===== src/rtl/acc_stage.sv =====
// acc_stage: sums CNT input beats per result through an external N-bit adder.
//
// The block owns the accumulator and the control FSM; the adder sits outside
// so it can be shared or retimed. add_a/add_b/add_cin are driven
// combinationally from acc and in_data. add_sum/add_cout come back in the
// same cycle and are registered on every accepted beat.
//
// Ports
//   clk, rst          : clock (rising edge) and async active-high reset
//   in_valid/in_ready : input beat handshake, in_data is the operand
//   add_a/add_b/add_cin, add_sum/add_cout : external adder interface
//   out_valid/out_ready : result handshake
//   out_data, out_ovf : result and "a carry-out occurred in this result"
//
// Build option
//   ACC_SATURATE_EN : when defined, the first carry-out in a result pins the
//                     accumulator to all ones for the rest of that result.
//                     When undefined, the accumulator wraps modulo 2^N.
//                     out_ovf is the same in both builds.

module acc_stage #(
  parameter int N   = 32,
  parameter int CNT = 4
) (
  input  logic         clk,
  input  logic         rst,
  input  logic         in_valid,
  output logic         in_ready,
  input  logic [N-1:0] in_data,
  output logic [N-1:0] add_a,
  output logic [N-1:0] add_b,
  output logic         add_cin,
  input  logic [N-1:0] add_sum,
  input  logic         add_cout,
  output logic         out_valid,
  input  logic         out_ready,
  output logic [N-1:0] out_data,
  output logic         out_ovf
);

  localparam int CW = $clog2(CNT + 1);

  typedef enum logic [1:0] {IDLE, ACC, DONE} state_t;

  state_t        state, state_nxt;
  logic [N-1:0]  acc, acc_nxt;
  logic [CW-1:0] count;
  logic          ovf_sticky, ovf_nxt;
  logic          accept, last_beat, take_out;

  // adder operands: acc is zero in IDLE, so the first beat simply loads in_data
  assign add_a   = acc;
  assign add_b   = in_data;
  assign add_cin = 1'b0;

  assign accept    = in_valid && in_ready;
  assign take_out  = out_valid && out_ready;
  // count only ever reaches CNT-1 before an accept, so this marks the final beat
  assign last_beat = (count == CW'(CNT - 1));

  always_comb begin
    ovf_nxt = ovf_sticky | add_cout;
`ifdef ACC_SATURATE_EN
    // once a carry has been seen, hold all ones regardless of later sums
    acc_nxt = (add_cout || ovf_sticky) ? {N{1'b1}} : add_sum;
`else
    acc_nxt = add_sum;
`endif
  end

  // state register
  always_ff @(posedge clk or posedge rst) begin
    if (rst) state <= IDLE;
    else     state <= state_nxt;
  end

  // next state
  always_comb begin
    state_nxt = state;
    case (state)
      IDLE:    if (accept) state_nxt = last_beat ? DONE : ACC;
      ACC:     if (accept && last_beat) state_nxt = DONE;
      DONE:    if (take_out) state_nxt = IDLE;
      default: state_nxt = IDLE;
    endcase
  end

  // FSM outputs: stall input while a result is pending
  always_comb begin
    in_ready = (state != DONE);
  end

  // datapath
  always_ff @(posedge clk or posedge rst) begin
    if (rst) begin
      acc        <= '0;
      count      <= '0;
      ovf_sticky <= 1'b0;
      out_valid  <= 1'b0;
      out_data   <= '0;
      out_ovf    <= 1'b0;
    end else if (state == DONE) begin
      // out_data/out_ovf intentionally keep their last value after handoff
      if (take_out) begin
        acc        <= '0;
        count      <= '0;
        ovf_sticky <= 1'b0;
        out_valid  <= 1'b0;
      end
    end else if (accept) begin
      acc        <= acc_nxt;
      ovf_sticky <= ovf_nxt;
      count      <= count + CW'(1);
      if (last_beat) begin
        out_data  <= acc_nxt;
        out_ovf   <= ovf_nxt;
        out_valid <= 1'b1;
      end
    end
  end

endmodule


===== config.mk =====
export PLATFORM = sky130hd
export DESIGN_NAME = acc_stage
export DESIGN_NICKNAME = d
export VERILOG_FILES = /design/src/rtl/acc_stage.sv
export SDC_FILE = /design/constraint.sdc
export NUM_CORES = 1
export LEC_CHECK = 0
export CAP_MARGIN = 25
export CORE_MARGIN = 2
export CORE_UTILIZATION = 36
export CTS_BUF_LIST = sky130_fd_sc_hd__clkbuf_8
export CTS_CLUSTER_DIAMETER = 100
export DETAILED_ROUTE_END_ITERATION = 16
export PLACE_DENSITY = 0.81
export SKIP_CTS_REPAIR_TIMING = 1
export SLEW_MARGIN = 10
export SYNTH_ARGS = -nofsm -noshare
export SYNTH_HDL_FRONTEND = slang
export SYNTH_SLANG_ARGS = --single-unit

===== constraint.sdc =====
create_clock -name clk -period 3.71 [get_ports clk]
set_clock_uncertainty 0.15 [all_clocks]
set_input_delay 0.9275 -clock clk [delete_from_list [all_inputs] [get_ports clk]]
set_output_delay 0.9275 -clock clk [all_outputs]
set_load 0.03 [all_outputs]

==> results of run 1 <==
## power by group
group,switching [mW],internal (mW)
registers,0.144,1.04
clock network,0.282,0.531
logic,0.749,0.656
total,1.17,2.23
## layout make-up
type	count	area, µm²
sequential	72	1800
inverter	4	15.0
multi-input combinational	86	815
tap	105	131
fill	714	3990
timing repair buffer	107	1070
clock inverter	6	131
clock buffer	10	138
## through the flow
stage          instance area [µm²]  hold WS [ps]  total power, mW  util, %
2_1_floorplan                 2970           266             2.06        -
3_3_place_gp                  3840           276             2.58     47.4
3_5_place_dp                  3840           302             2.61     47.4
4_1_cts                       4110           302             3.44     50.7
5_1_grt                       4110           323             3.58     50.7
6_report                      4110           299             3.40     50.7
## metal layers
layer | up-vias | global-route usage [%] | routed length [µm]
met2 | 86 | 23.2 | 3130
met4 | 0 | 7.13 | 146
met1 | 978 | 19.0 | 2760
met5 | - | 0 | 0
met3 | 14 | 4.87 | 436
li1 | 847 | - | -
## registers in the layout (all words and copies together) (netlist names)
name / count
add_a: 32
out_data: 32
count: 3
state: 2
out_ovf: 1
out_valid: 1
ovf_sticky: 1
## worst paths after layout
check / slack, ps / to / from / cells after the start
max reg2reg: 1530 / add_a[6]$_DFFE_PP0P_ / state[1]$_DFFE_PP0P_ / 4
max in group asynchronous: 2190 / out_data[30]$_DFFE_PP0P_ / rst / 3
max: 840 / in_ready / state[1]$_DFFE_PP0P_ / 3
min: 300 / state[0]$_DFFE_PP0P_ / state[1]$_DFFE_PP0P_ / 1
min reg2reg: 300 / state[0]$_DFFE_PP0P_ / state[1]$_DFFE_PP0P_ / 1
min in group asynchronous: 850 / add_a[18]$_DFFE_PP0P_ / rst / 3
## Yosys cell counts (2+ instances only)
cell,count
buf_2,3
buf_4,36
inv_1,3
nand2_1,3
ha_1,2
dfrtp_1,72
buf_6,5
mux2_2,33
a22o_1,35
nor2_1,2
o21ai_0,2
## worst max-delay path, cell delays in order (launching register included)
cell and delay (ps):
dfrtp_1 360, nor2b_2 420, inv_2 80, clkdlybuf4s50_1 600
## kinds of logic (layout without fill, tap and decap cells)
| logic type | after synthesis | count (layout) | share of synthesized area (%) |
|---|---|---|---|
| other | 1 | 1 | 0.126 |
| buffers and inverters | 48 | 127 | 12.0 |
| multiplexers | 34 | 34 | 13.3 |
| AO/OA/AOI/OAI | 40 | 40 | 11.4 |
| AND/OR/NAND/NOR | 9 | 9 | 1.64 |
| flip-flops | 72 | 72 | 60.7 |
| adder cells (fa/ha/maj) | 2 | 2 | 0.843 |
==> metrics, run 1 <==
Routed WL per cell 16.6 µm; yosys warns 0; Starting Density 36.7%; sequential-to-total area share from yosys stat between 60% and 70%; Worst Hold Class flop to flop; IO Pins 169; leading cell type in the layout, fill and taps excluded clkdlybuf4s50_1; drc violations 0; slew margin rel. 59.0%; Yosys cell types 21; Worst-Skew Late Latency ~330 ps; crit path DAT 1790 ps; first-pass GRT wire length 10300 µm; endpoints failing hold 0; Post-Synthesis Cells 206; total gr overflow 0; outcome finished clean; dpl hpwl 4440 µm; 1st-iter DRT viols between 60 and 70; Worst setup SP type flop; CTS Root Buffer Type clkbuf_8; Critical Path RT 2630 ps; pwr dens 829 nW/µm²; asr flop ratio synth 100%; DIE WIDTH approximately 95 µm; Final Setup Violations 0; number of synthesized register bits 72; setup_tns 0 ps; layout cells sized above 1 around 20%; Vias 1925; Synth area leader dfrtp_1; EDFF count, synth 0; largest net degree at the start of global routing 39; most frequent cells in the layout clkdlybuf4s50_1, dfrtp_1, a22o_1, mux2_2, clkbuf_8; Max Clock Freq 348 MHz; final net count 351; Via-to-Cell Ratio ~5; Net Count, Synth 277; CTS tree yes; CTS buffer count 9; max-slew violation count 0; die height about 95 µm; Worst-Margin Slew 602 ps; Top FF cell, synth dfrtp_1; largest fanout on the critical path 7; Setup WS post-layout 840 ps; IO Port Bufs 103; max-cap violations 0; mapped cell area 2970 µm²; Leakage about 1.7 nW; Detail Route Antenna Nets 0; GRT Total Usage 15.0%; # clock sinks 72; fin crit period 2870 ps; std cell rows 33; placed cells between 300 and 400; Final period util 77.4%; synth top area cells dfrtp_1, mux2_2, a22o_1, buf_4, buf_6; htree depth 3; VDD IR-drop max 0.360 mV; core region area 8090 µm²; Finished Layout Cells 390; setup slack after placement 682 ps; critical path class flop to primary output; CP Capture Type primary output; clock-pin slew on the worst setup and hold paths 70 ps; initial antenna violation count 0; drt pass-1 iters 4; vias in the first global route 1988; gpl congestion slightly below 0.7; diodes inserted 0; Yosys top cell area share 60.7%; Area growth, synth to finish 38.3%; Post-Route WL 6470 µm; Avg Inst Size Synth 14.4 µm²; Max clock buf depth 2; Die Area approximately 9000 µm²; RSZ-0062 raised after global routing no
No activity file was read; power rests on OpenSTA's default activity.
==> run 2, diff against run 1 <==
==> constraint.sdc (replaced) <==
create_clock -name clk -period 2.8 [get_ports clk]
set_clock_uncertainty 0.15 [all_clocks]
set_input_delay 0.7 -clock clk [delete_from_list [all_inputs] [get_ports clk]]
set_output_delay 0.7 -clock clk [all_outputs]
set_load 0.03 [all_outputs]
==> metrics, run 2 (synthesis gave the netlist of run 1 again) <==
Max clock buf depth 2 (unchanged); Max Clock Freq 389 MHz; clock share of power 16.7% (was 23.9%); final net count 351 (unchanged); clock-pin slew on the worst setup and hold paths 70 ps (about the same); std cell rows 33 (unchanged); CP Cell Sequence nor2b_4 > inv_2 > clkdlybuf4s50_1 (was nor2b_2 > inv_2 > clkdlybuf4s50_1); Leakage 1.71 nW (was 1.75 nW); worst reg2reg path startpoint state[1]$_DFFE_PP0P_ (unchanged); gpl congestion 0.665 (was 0.674); CP Capture Type primary output (unchanged); fin crit period 2570 ps; critical path class flop to primary output (unchanged); outcome finished clean (unchanged); 1st-iter DRT viols 72 (was 63); most frequent cells in the layout clkdlybuf4s50_1, dfrtp_1, a22o_1, mux2_2, clkbuf_8 (unchanged); max incr delay on CP 600 ps (about the same); leading cell type in the layout, fill and taps excluded clkdlybuf4s50_1 (unchanged); sw power 1.51 mW (was 1.17 mW); # clock sinks 72 (unchanged); total gr overflow 0 (unchanged); largest net degree at the start of global routing 73 (was 39); CTS tree yes (unchanged); Post-Route WL 6320 µm (was 6470 µm); Die Area 8990 µm² (unchanged); switching share of power 36.7% (was 34.5%); Detail Route Antenna Nets 0 (unchanged); beginning of the critical path state[1]$_DFFE_PP0P_ (unchanged); max-cap violations 0 (unchanged); Worst-Skew Late Latency 330 ps (about the same); dpl hpwl 4190 µm (was 4440 µm); initial antenna violation count 0 (unchanged); CTS buffer count 9 (unchanged); endpoints failing hold 0 (unchanged); layout cells sized above 1 19.5% (was 20.4%); Internal 2.61 mW (was 2.23 mW); Fillers 738 (was 714); setup_tns 0 ps (unchanged); crit path DAT 1720 ps (was 1790 ps); Critical Path RT 1950 ps (was 2630 ps); CTS Root Buffer Type clkbuf_8 (unchanged); Starting Density 36.7% (unchanged); part of the power in registers 38.0% (was 34.8%); diodes inserted 0 (unchanged); die height 94.8 µm (unchanged); Via-to-Cell Ratio 4.98 (was 4.94); vias in the first global route 2019 (was 1988); GRT Total Usage 14.5% (was 15.0%); RSZ-0062 raised after global routing no (unchanged); DIE WIDTH 94.8 µm (unchanged); worst reg2reg setup slack 980 ps (was 1530 ps); Worst setup SP type flop (unchanged); Final period util 91.9%; Hold Path Origin state[1]$_DFFE_PP0P_ (unchanged); core region area 8090 µm² (unchanged); first-pass GRT wire length 10000 µm (was 10300 µm); combinational share of power 45.2% (was 41.3%); IO Port Bufs 103 (unchanged); Routed WL per cell 16.3 µm (was 16.6 µm); IO Pins 169 (unchanged); Critical Path Slowest Stage Cell clkdlybuf4s50_1 (unchanged); Vias 1929 (was 1925); largest fanout on the critical path 7 (unchanged); max-slew violation count 0 (unchanged); pwr dens 1020 nW/µm² (was 829 nW/µm²); drc violations 0 (unchanged); Worst Hold Class flop to flop (unchanged); htree depth 3 (unchanged); total power 4.12 mW (was 3.40 mW); VDD IR-drop max 0.471 mV (was 0.360 mV); Final Setup Violations 0 (unchanged); drt pass-1 iters 4 (unchanged); Area growth, synth to finish 35.5% (was 38.3%)
run 2: changes by cell type in the layout (fill, tap and decap cells not counted), sizes merged:
cell	change
clkinv	+1
bufinv	-4
clkbuf	+1
clkinvlp	-1
run 2: path summary, 6_finish.rpt:
check / cells past startpoint / end
setup / recovery: 3 / in_ready
hold / removal: 1 / state[0]$_DFFE_PP0P_
setup reg to reg: 4 / count[0]$_DFFE_PP0P_
hold reg to reg: 1 / state[0]$_DFFE_PP0P_
max in group asynchronous: 3 / out_data[30]$_DFFE_PP0P_
min in group asynchronous: 3 / out_data[18]$_DFFE_PP0P_
run 2: area by class of cell:
class / count / area, µm² / share of cell area, %
clock buffer: 11 / 151 / 3.76
clock inverter: 2 / 8.76 / 0.218
inverter: 4 / 15.0 / 0.373
multi-input combinational: 86 / 820 / 20.4
sequential: 72 / 1800 / 44.8
tap: 105 / 131 / 3.27
timing repair buffer: 107 / 1090 / 27.2
run 2: worst max-delay path, delay by kind of cell (launching register included):
kind,cells,cell delay (ps)
simple gates,1,310
flops,1,390
buf+inv,2,680
run 2: power by group through the flow:
stage               clock network (mW)  logic (mW)  registers, mW
finish                           0.690        1.86           1.57
detailed placement                   0        1.87           1.58
CTS                              0.726        1.88           1.57
global route                     0.768        1.96           1.61
floorplan                            0       0.541           2.19
global placement                     0        1.84           1.57
run 2: metrics by stage:
step                      hold slack, ps  cell area (µm²)  cells  setup WS [ps]  utilization [%]
after global placement               286             3830    373            160             47.3
after global routing                 365             4020    387            149             49.7
after detailed placement             301             3830    373            104             47.3
final                                352             4020    387            228             49.7
after CTS                            326             3990    386           73.9             49.3
after floorplan                      266             2970    206            125                -
run 2: layer usage:
| metal | track usage, % | vias up | wire, µm |
|---|---|---|---|
| li1 | - | 837 | - |
| met1 | 17.9 | 991 | 2620 |
| met2 | 23.2 | 88 | 3100 |
| met3 | 4.31 | 13 | 478 |
| met4 | 6.76 | 0 | 121 |
| met5 | 0 | - | 0 |
